--- src/rtl/uart_pkg.sv ---
// Shared definitions for the UART blocks on the clock board's serial path.
//
// Contents:
//   uart_rx_state_e  - receiver FSM encoding (IDLE, START, DATA, STOP, BREAK)
//   cycles_per_bit() - system clocks per serial bit; the transmit chain uses
//                      the same function, so both ends derive an identical
//                      bit period from the same parameters
//   clog2_int()      - ceil(log2(value)), never less than 1, for sizing
//                      counters without ending up with zero-width vectors
//   MinCyclesPerBit  - smallest oversampling ratio the receiver accepts
package uart_pkg;

  typedef enum logic [2:0] {
    RX_IDLE  = 3'd0,
    RX_START = 3'd1,
    RX_DATA  = 3'd2,
    RX_STOP  = 3'd3,
    RX_BREAK = 3'd4
  } uart_rx_state_e;

  // Below 8 clocks per bit the mid-bit sample point is too close to the
  // bit edges to absorb the synchronizer delay plus baud-rate mismatch.
  localparam int MinCyclesPerBit = 8;

  // Integer division: any fractional remainder becomes accumulated phase
  // error across the frame, which the mid-bit sampling absorbs.
  function automatic int cycles_per_bit(input int clock_hz, input int baud);
    return clock_hz / baud;
  endfunction

  function automatic int clog2_int(input int value);
    int w;
    w = 0;
    while ((1 << w) < value) begin
      w = w + 1;
    end
    return (w < 1) ? 1 : w;
  endfunction

endpackage

--- src/rtl/uart_rx_sync.sv ---
// Two-flop synchronizer for a single asynchronous input.
//
// The reset value is a parameter so the same block serves inputs that idle
// high (UART lines) and inputs that idle low. Resetting to the idle level
// keeps the consumer from seeing a false edge when reset is released.
//
// Ports:
//   clock  in  system clock, rising edge
//   reset  in  asynchronous, active-high; both flops load ResetValue
//   d      in  asynchronous input
//   q      out synchronized copy of d, two clocks of latency
module uart_rx_sync #(
  parameter logic ResetValue = 1'b1
) (
  input  logic clock,
  input  logic reset,
  input  logic d,
  output logic q
);

  logic s1_d, s1_q;
  logic s2_d, s2_q;

  always_comb begin
    s1_d = d;
    s2_d = s1_q;
  end

  always_ff @(posedge clock or posedge reset) begin
    if (reset) begin
      s1_q <= ResetValue;
      s2_q <= ResetValue;
    end else begin
      s1_q <= s1_d;
      s2_q <= s2_d;
    end
  end

  assign q = s2_q;

endmodule

--- src/rtl/uart_rx.sv ---
// Oversampling UART receiver: start bit, NrOfDataBits data bits LSB-first,
// one stop bit, line idles high.
//
// A low level on the synchronized line while idle starts a frame. The start
// bit is re-checked half a bit later so short glitches are dropped. From
// that point every sample is taken one full bit period apart, which lands
// each sample near the middle of its bit. A good stop bit publishes the word;
// a low stop bit raises a framing error and parks the receiver in BREAK
// until the line goes high again, so a line stuck low yields one error
// rather than a stream of zero-valued frames.
//
// Ports:
//   clock       in   system clock, rising edge
//   reset       in   asynchronous, active-high; aborts any frame in flight
//   rx          in   asynchronous serial line, idle high
//   dataBits    out  last correctly framed word, held until the next one
//   dataValid   out  one-cycle pulse, dataBits updated this cycle
//   frameError  out  one-cycle pulse, stop bit was sampled low
//   busy        out  high whenever the FSM is not in IDLE
//
// The FSM state is held in state_q (type uart_rx_state_e) so that checkers
// and waveform viewers can reference it by name.
//
// Handshake: dataValid and frameError are single-cycle strobes with no ready
// input; a consumer must capture dataBits on the cycle dataValid is high or
// at any later time before the next dataValid. The two strobes are mutually
// exclusive.
module uart_rx
  import uart_pkg::*;
#(
  parameter int ClockFrequency = 1000000,
  parameter int BaudRate       = 9600,
  parameter int NrOfDataBits   = 8
) (
  input  logic                    clock,
  input  logic                    reset,
  input  logic                    rx,
  output logic [NrOfDataBits-1:0] dataBits,
  output logic                    dataValid,
  output logic                    frameError,
  output logic                    busy
);

  localparam int CyclesPerBit = cycles_per_bit(ClockFrequency, BaudRate);
  localparam int HalfBit      = CyclesPerBit / 2;
  localparam int CntW         = clog2_int(CyclesPerBit);
  localparam int IdxW         = clog2_int(NrOfDataBits + 1);

  localparam logic [CntW-1:0] HalfLast = CntW'(HalfBit - 1);
  localparam logic [CntW-1:0] BitLast  = CntW'(CyclesPerBit - 1);
  localparam logic [IdxW-1:0] IdxLast  = IdxW'(NrOfDataBits - 1);

  if (CyclesPerBit < MinCyclesPerBit) begin : g_bad_rate
    $error("uart_rx: ClockFrequency/BaudRate must be at least 8");
  end

  if ((NrOfDataBits < 5) || (NrOfDataBits > 9)) begin : g_bad_width
    $error("uart_rx: NrOfDataBits must be in 5..9");
  end

  // --------------------------------------------------------------------
  // Input synchronizer; resets to the idle (high) level.
  // --------------------------------------------------------------------
  logic rxs;

  uart_rx_sync #(
    .ResetValue(1'b1)
  ) u_sync (
    .clock (clock),
    .reset (reset),
    .d     (rx),
    .q     (rxs)
  );

  // --------------------------------------------------------------------
  // State
  // --------------------------------------------------------------------
  uart_rx_state_e          state_d,  state_q;
  logic [CntW-1:0]         cnt_d,    cnt_q;
  logic [IdxW-1:0]         idx_d,    idx_q;
  logic [NrOfDataBits-1:0] shift_d,  shift_q;
  logic [NrOfDataBits-1:0] data_d,   data_q;
  logic                    valid_d,  valid_q;
  logic                    ferr_d,   ferr_q;

  always_comb begin
    state_d = state_q;
    cnt_d   = cnt_q;
    idx_d   = idx_q;
    shift_d = shift_q;
    data_d  = data_q;
    valid_d = 1'b0;
    ferr_d  = 1'b0;

    unique case (state_q)
      RX_IDLE: begin
        // Only this state treats a low line as the start of a frame.
        if (!rxs) begin
          state_d = RX_START;
          cnt_d   = '0;
        end
      end

      RX_START: begin
        if (cnt_q == HalfLast) begin
          if (!rxs) begin
            state_d = RX_DATA;
            cnt_d   = '0;
            idx_d   = '0;
          end else begin
            // Line went back high before mid start bit: a glitch.
            state_d = RX_IDLE;
          end
        end else begin
          cnt_d = cnt_q + 1'b1;
        end
      end

      RX_DATA: begin
        if (cnt_q == BitLast) begin
          cnt_d = '0;
          for (int i = 0; i < NrOfDataBits; i++) begin
            if (idx_q == IdxW'(i)) begin
              shift_d[i] = rxs;
            end
          end
          if (idx_q == IdxLast) begin
            state_d = RX_STOP;
          end else begin
            idx_d = idx_q + 1'b1;
          end
        end else begin
          cnt_d = cnt_q + 1'b1;
        end
      end

      RX_STOP: begin
        if (cnt_q == BitLast) begin
          cnt_d = '0;
          if (rxs) begin
            data_d  = shift_q;
            valid_d = 1'b1;
            // Returning to IDLE right away lets a start bit that follows
            // the stop bit without a gap be caught.
            state_d = RX_IDLE;
          end else begin
            ferr_d  = 1'b1;
            state_d = RX_BREAK;
          end
        end else begin
          cnt_d = cnt_q + 1'b1;
        end
      end

      RX_BREAK: begin
        if (rxs) begin
          state_d = RX_IDLE;
        end
      end

      default: begin
        state_d = RX_IDLE;
      end
    endcase
  end

  always_ff @(posedge clock or posedge reset) begin
    if (reset) begin
      state_q <= RX_IDLE;
      cnt_q   <= '0;
      idx_q   <= '0;
      shift_q <= '0;
      data_q  <= '0;
      valid_q <= 1'b0;
      ferr_q  <= 1'b0;
    end else begin
      state_q <= state_d;
      cnt_q   <= cnt_d;
      idx_q   <= idx_d;
      shift_q <= shift_d;
      data_q  <= data_d;
      valid_q <= valid_d;
      ferr_q  <= ferr_d;
    end
  end

  assign dataBits   = data_q;
  assign dataValid  = valid_q;
  assign frameError = ferr_q;
  assign busy       = (state_q != RX_IDLE);

endmodule

--- config.mk ---
export PLATFORM = sky130hd
export DESIGN_NAME = uart_rx
export DESIGN_NICKNAME = d
export VERILOG_FILES = /design/src/rtl/uart_pkg.sv /design/src/rtl/uart_rx_sync.sv /design/src/rtl/uart_rx.sv
export SDC_FILE = /design/constraint.sdc
export NUM_CORES = 1
export LEC_CHECK = 0
export ABC_AREA = 0
export ABC_CLOCK_PERIOD_IN_PS = 2400
export CAP_MARGIN = 15
export CORE_UTILIZATION = 62
export DETAILED_ROUTE_END_ITERATION = 7
export GPL_ROUTABILITY_DRIVEN = 0
export GPL_TIMING_DRIVEN = 0
export HOLD_SLACK_MARGIN = 0.15
export PLACE_DENSITY = 0.84
export SYNTH_ARGS = -nofsm -noshare
export SYNTH_HDL_FRONTEND = slang
export SYNTH_SLANG_ARGS = --single-unit
--- constraint.sdc ---
create_clock -name clock -period 2.4 [get_ports clock]
set_clock_uncertainty 0.05 [all_clocks]
set_input_delay 0.36 -clock clock [delete_from_list [all_inputs] [get_ports clock]]
set_output_delay 0.36 -clock clock [all_outputs]
set_load 0.03 [all_outputs]
After elaboration in Yosys (flattened, before gate mapping)

Cells that the tools add are included.
Widths: inputs -> output; s select.

Flip-flop bits (word level): 34
Input port bits: 3
Output and inout port bits: 11

Add/subtract/negate cells: 2
Equal/unequal tests: 21
Muxes and demuxes: 24
Reductions and logical operators: 17

Operator list:

| kind                | number |
|---|---|
| $reduce_and 3->1    | 9 |
| $mux 3              | 7 |
| $mux 7              | 3 |
| $pmux 7 s3          | 1 |
| $eq 4x3->1 const B  | 4 |
| $mux 4              | 4 |
| $pmux 3 s5          | 1 |
| $ne 2x2->1 const B  | 7 |
| $eq 4x2->1 const B  | 2 |
| $pmux 4 s2          | 1 |
| $add 7x1->7 const B | 1 |
| $eq 7x6->1 const B  | 1 |
| $eq 7x7->1 const B  | 1 |
| $eq 3x2->1 const B  | 2 |
| $mux 1              | 6 |
| $reduce_and 6->1    | 1 |
| $reduce_bool 3->1   | 2 |
| $reduce_and 5->1    | 1 |
| $add 4x1->4 const B | 1 |
| $eq 4x1->1 const B  | 1 |
| $logic_not 4->1     | 1 |
| $eq 3x1->1 const B  | 1 |
| $eq 3x3->1 const B  | 1 |
| $logic_not 3->1     | 1 |
| other kinds (4)     | 4 |

Logic depth before layout (Yosys ltp)

Word-level depth: 4
Depth in mapped cells: 6
Mapped depth without buffers: 5

By module

From an unflattened synthesis, not the netlist that was laid out.

Cell total of the unflattened synthesis: 162
Area total of the unflattened synthesis: 1818.0 µm²

Modules (own cells, without submodules):

| module       | times used | cells each | area each (µm²) |
|---|---|---|---|
| uart_rx      | 1          | 159        | 1761.7 |
| uart_rx_sync | 1          | 3          | 56.3 |

Least setup slack after synthesis

No wires, ideal clock.

Path kind: reg2reg
From: register cnt_q[0]
To: register shift_q[4]
Setup time: 0.125 ns
Data arrival time: 1.488 ns
Data required time: 2.225 ns
Setup slack: 0.737 ns
Stages on the path, launching flop included: 6
Path buffers: 0
Clock period less this slack: 1.663 ns
Cell sequence: dfrtp_1 > ha_1 > nand2_1 > nor4_2 > nand3_1 > mux2_2

Cells in the longest elaborated chain, start to end: 2

RTL lines:

| what                              | line           | text |
|---|---|---|
| start: declaration                | uart_rx.sv:79  | `logic [CntW-1:0] cnt_d, cnt_q;` |
| start signal: assignment          | uart_rx.sv:178 | `cnt_q <= cnt_d;` |
| $eq 7x7->1                        | uart_rx.sv:120 | `if (cnt_q == BitLast) begin` |
| $reduce_and 3->1 (no source line) | --             |  |
| end signal: assignment            | uart_rx.sv:180 | `shift_q <= shift_d;` |
| end: declaration                  | uart_rx.sv:81  | `logic [NrOfDataBits-1:0] shift_d, shift_q;` |

No other way between the ends.
A chain may end at the register's enable or synchronous reset.

Final worst setup path

From: register state_q[2]
To: output port busy

Cells in the longest elaborated chain, start to end: 1

RTL lines:

| what                     | line           | text |
|---|---|---|
| start: declaration       | uart_rx.sv:78  | `uart_rx_state_e state_d, state_q;` |
| start signal: assignment | uart_rx.sv:177 | `state_q <= state_d;` |
| $reduce_bool 3->1        | uart_rx.sv:190 | `assign busy = (state_q != RX_IDLE);` |
| end: declaration         | uart_rx.sv:41  | `output logic busy` |

No other way between the ends.

==> metrics.md <==
| Metric | Value |
|---|---|
| Delay-heaviest family, CP | `buffers and inverters` |
| Core area | `2781 um2` |
| Overall Global Routing Usage | `0.2620` |
| CTS tree | `done` |
| FILL cells | `187` |
| Routed WL | `3645 um` |
| Post-synth top flop | `dfrtp_1` |
| Tot Pwr | `0.9356 mW` |
| Reg clk slew, reported paths | `110 ps` |
| Largest net degree at the start of global routing | `25` |
| Critical-path top delay cell | `dfrtp_1` |
| 1st-iter DRT viols | `60` |
| Post_cts resized | `1` |
| Fin. Hold Viols | `0` |
| Max Cap Viol | `0` |
| FFs w/ async S/R, synth | `1.000` |
| Residual DRC | `0` |
| EDFF count, synth | `0` |
| Number of port buffers | `13` |
| Minimum clock period | `2198 ps` |
| F_max | `454.9 MHz` |
| Initial core utilization | `0.6554` |
| CP arrival | `1790 ps` |
| Crit. End Element | `primary output` |
| Crit path cell chain | `clkbuf_1 -> or3_1 -> dlygate4sd2_1` |
| Initial antenna violation count | `0` |
| Max stage delay on crit path | `460 ps` |
| Row count | `19` |
| Design area | `2078 um2` |
| Avg WL per Cell | `16.88 um` |
| TNS Setup | `0 ps` |
| Number of iterations in the first detailed-routing pass | `4` |
| Ant diodes | `0` |
| CTS Hold Bufs | `0` |
| DP HPWL | `2665 um` |
| Area Overhead vs Synth | `14.00%` |
| Layout cells sized above 1 | `0.2486` |
| #FFs+latches synth | `34` |
| Die height | `56.23 um` |
| Synth Area per Inst | `11.18 um2` |
| Final ANT Viol Nets | `0` |
| IO Count | `14` |
| Number of global-route vias before repair | `1,324` |
| Worst-skew pair later-pin latency | `350 ps` |
| Lkg Pwr | `0.8989 nW` |
| Via count | `1,333` |
| Post-synthesis sequential area ratio | `0.4681` |
| TritonCTS buffer count | `5` |
| Root Buffer | `clkbuf_4` |
| Setup CP Type | `reg2out` |
| Pwr dens | `450.2 nW/um2` |
| Final nets | `192` |
| Die Wd | `56.23 um` |
| Worst EP required | `1990 ps` |
| Max IR drop VDD | `0.4954 mV` |
| Critical Path Fanout Max | `10` |
| Post-Syn Instances | `163` |
| HP Class | `in2async` |
| Tightest Pin Transition | `630.6 ps` |
| Die Area | `3161 um2` |
| Setup crit start kind | `register` |
| Cell variety after synth | `48` |
| YS warnings | `0` |
| Placed Area | `2019 um2` |
| Synthesized area | `1823 um2` |
| Clock Sinks | `34` |
| Global route overflow | `0` |
| Fin. max-slew vios | `0` |
| Setup Viol. Count Final | `0` |
| CTS max path bufs | `2` |
| H-Tree Depth | `2` |
| Status | `complete, no violations` |
| Post-synthesis net count | `171` |
| Global-route wire length before repair | `6189 um` |
| Relative slew slack | `0.5737` |
| Final critical-path share of the clock period | `0.9159` |
| DR vias/cell | `6.171` |
| Worst Path Buf+Inv | `2` |
| Total setup buffers inserted after CTS | `0` |
| RSZ-0062 raised after global routing | `false` |
[stage by stage]
step,std cells,utilization,worst slack (ps),hold WS (ps)
after detailed placement,208,0.7260,352.0,296.8
after global placement,207,0.7161,380.1,297.3
after CTS,216,0.7472,199.3,298.4
after global routing,216,0.7472,124.2,319.0
final,216,0.7472,201.8,279.1
after floorplan,163,-,737.3,295.2
[power by group]
part | leakage (nW) | switching [mW] | internal, mW | total, mW
Sequential | 0.453 | 0.00172 | 0.576 | 0.577
Clock | 0.0353 | 0.190 | 0.142 | 0.331
Combinational | 0.410 | 0.0175 | 0.00942 | 0.0269
Total | 0.899 | 0.209 | 0.727 | 0.936
[placed cells by master (no fill, tap or decap), types with 3 or more instances in the layout]
cell type,n
mux2_2,16
dfrtp_1,32
nand3_1,20
o21ai_0,6
inv_1,8
clkbuf_1,3
buf_6,3
o22ai_1,3
nand2_1,11
clkbuf_4,5
ha_1,5
clkdlybuf4s50_1,12
or3_1,3
nor2_1,5
a21o_1,4
a21oi_1,4
[worst register-to-register path: cells and delay by family, from the launching register on]
family	cells	cell delay [ps]
muxes	1	390
DFF	1	380
adders and majority gates	1	260
and+or+nand+nor	3	770
[cells by family (layout without fill, tap and decap cells)]
kind of cell    after synthesis  in the layout  share of synthesized area
mux                          18             18                     0.1098
buf+inv                      14             36                    0.04187
compound gates               32             32                     0.1332
simple gates                 59             59                     0.2080
flops                        34             34                     0.4681
fa+ha+maj                     5              5                    0.03432
xor+xnor                      1              1                   0.004805
[registers in the layout (all words and copies together) (netlist names)]
| name | count |
|---|---|
| u_sync.q | 1 |
| idx_q | 4 |
| dataBits | 8 |
| state_q | 3 |
| frameError | 1 |
| shift_q | 8 |
| cnt_q | 7 |
| dataValid | 1 |
| u_sync.s1_q | 1 |
[synth_stat cells, types with 2 or more instances]
master,count,share of area
dfrtp_1,32,0.44
nand3_1,20,0.055
mux2_2,16,0.099
nand2_1,11,0.023
inv_1,8,0.016
o21ai_0,6,0.016
ha_1,5,0.034
nor2_1,5,0.010
a21o_1,4,0.016
a21oi_1,4,0.011
buf_6,3,0.019
o22ai_1,3,0.010
or3_1,3,0.010
and2_1,2,0.0069
and4bb_2,2,0.014
clkbuf_1,2,0.0041
dfstp_2,2,0.029
mux2i_1,2,0.011
nor2b_1,2,0.0069
nor4_2,2,0.014
o211ai_1,2,0.0082
[per-layer routing]
layer / vias up / part of all wire / track usage
li1: 639 / - / -
met1: 641 / 0.46 / 0.3685
met2: 43 / 0.47 / 0.3776
met3: 10 / 0.054 / 0.05581
met4: 0 / 0.023 / 0.1498
met5: - / 0 / 0
[cell type report]
cell class              count  area [um2]  area share
multi-input cells         115       893.4      0.4299
plain buffers               6       46.29     0.02228
flip-flops and latches     34       853.3      0.4106
well taps                  31       38.79     0.01866
clock inverters             1       5.005    0.002408
clock buffers               7       55.05     0.02649
repair buffers             14       156.4     0.07526
inverters                   8       30.03     0.01445
[worst paths after layout]
| kind | from | endpoint | slack, ps | cells after the start |
|---|---|---|---|---|
| worst min register to register | u_sync.s1_q | u_sync.q | 310 | 0 |
| worst max-delay path | state_q[2] | busy | 200 | 3 |
| min in group clock | u_sync.s1_q | u_sync.q | 310 | 0 |
| worst min-delay path | reset | cnt_q[4] | 280 | 2 |
| max in group asynchronous | reset | u_sync.q | 1430 | 3 |
| worst max register to register | cnt_q[0] | dataBits[2] | 440 | 5 |
No activity file was read; power rests on OpenSTA's default activity.
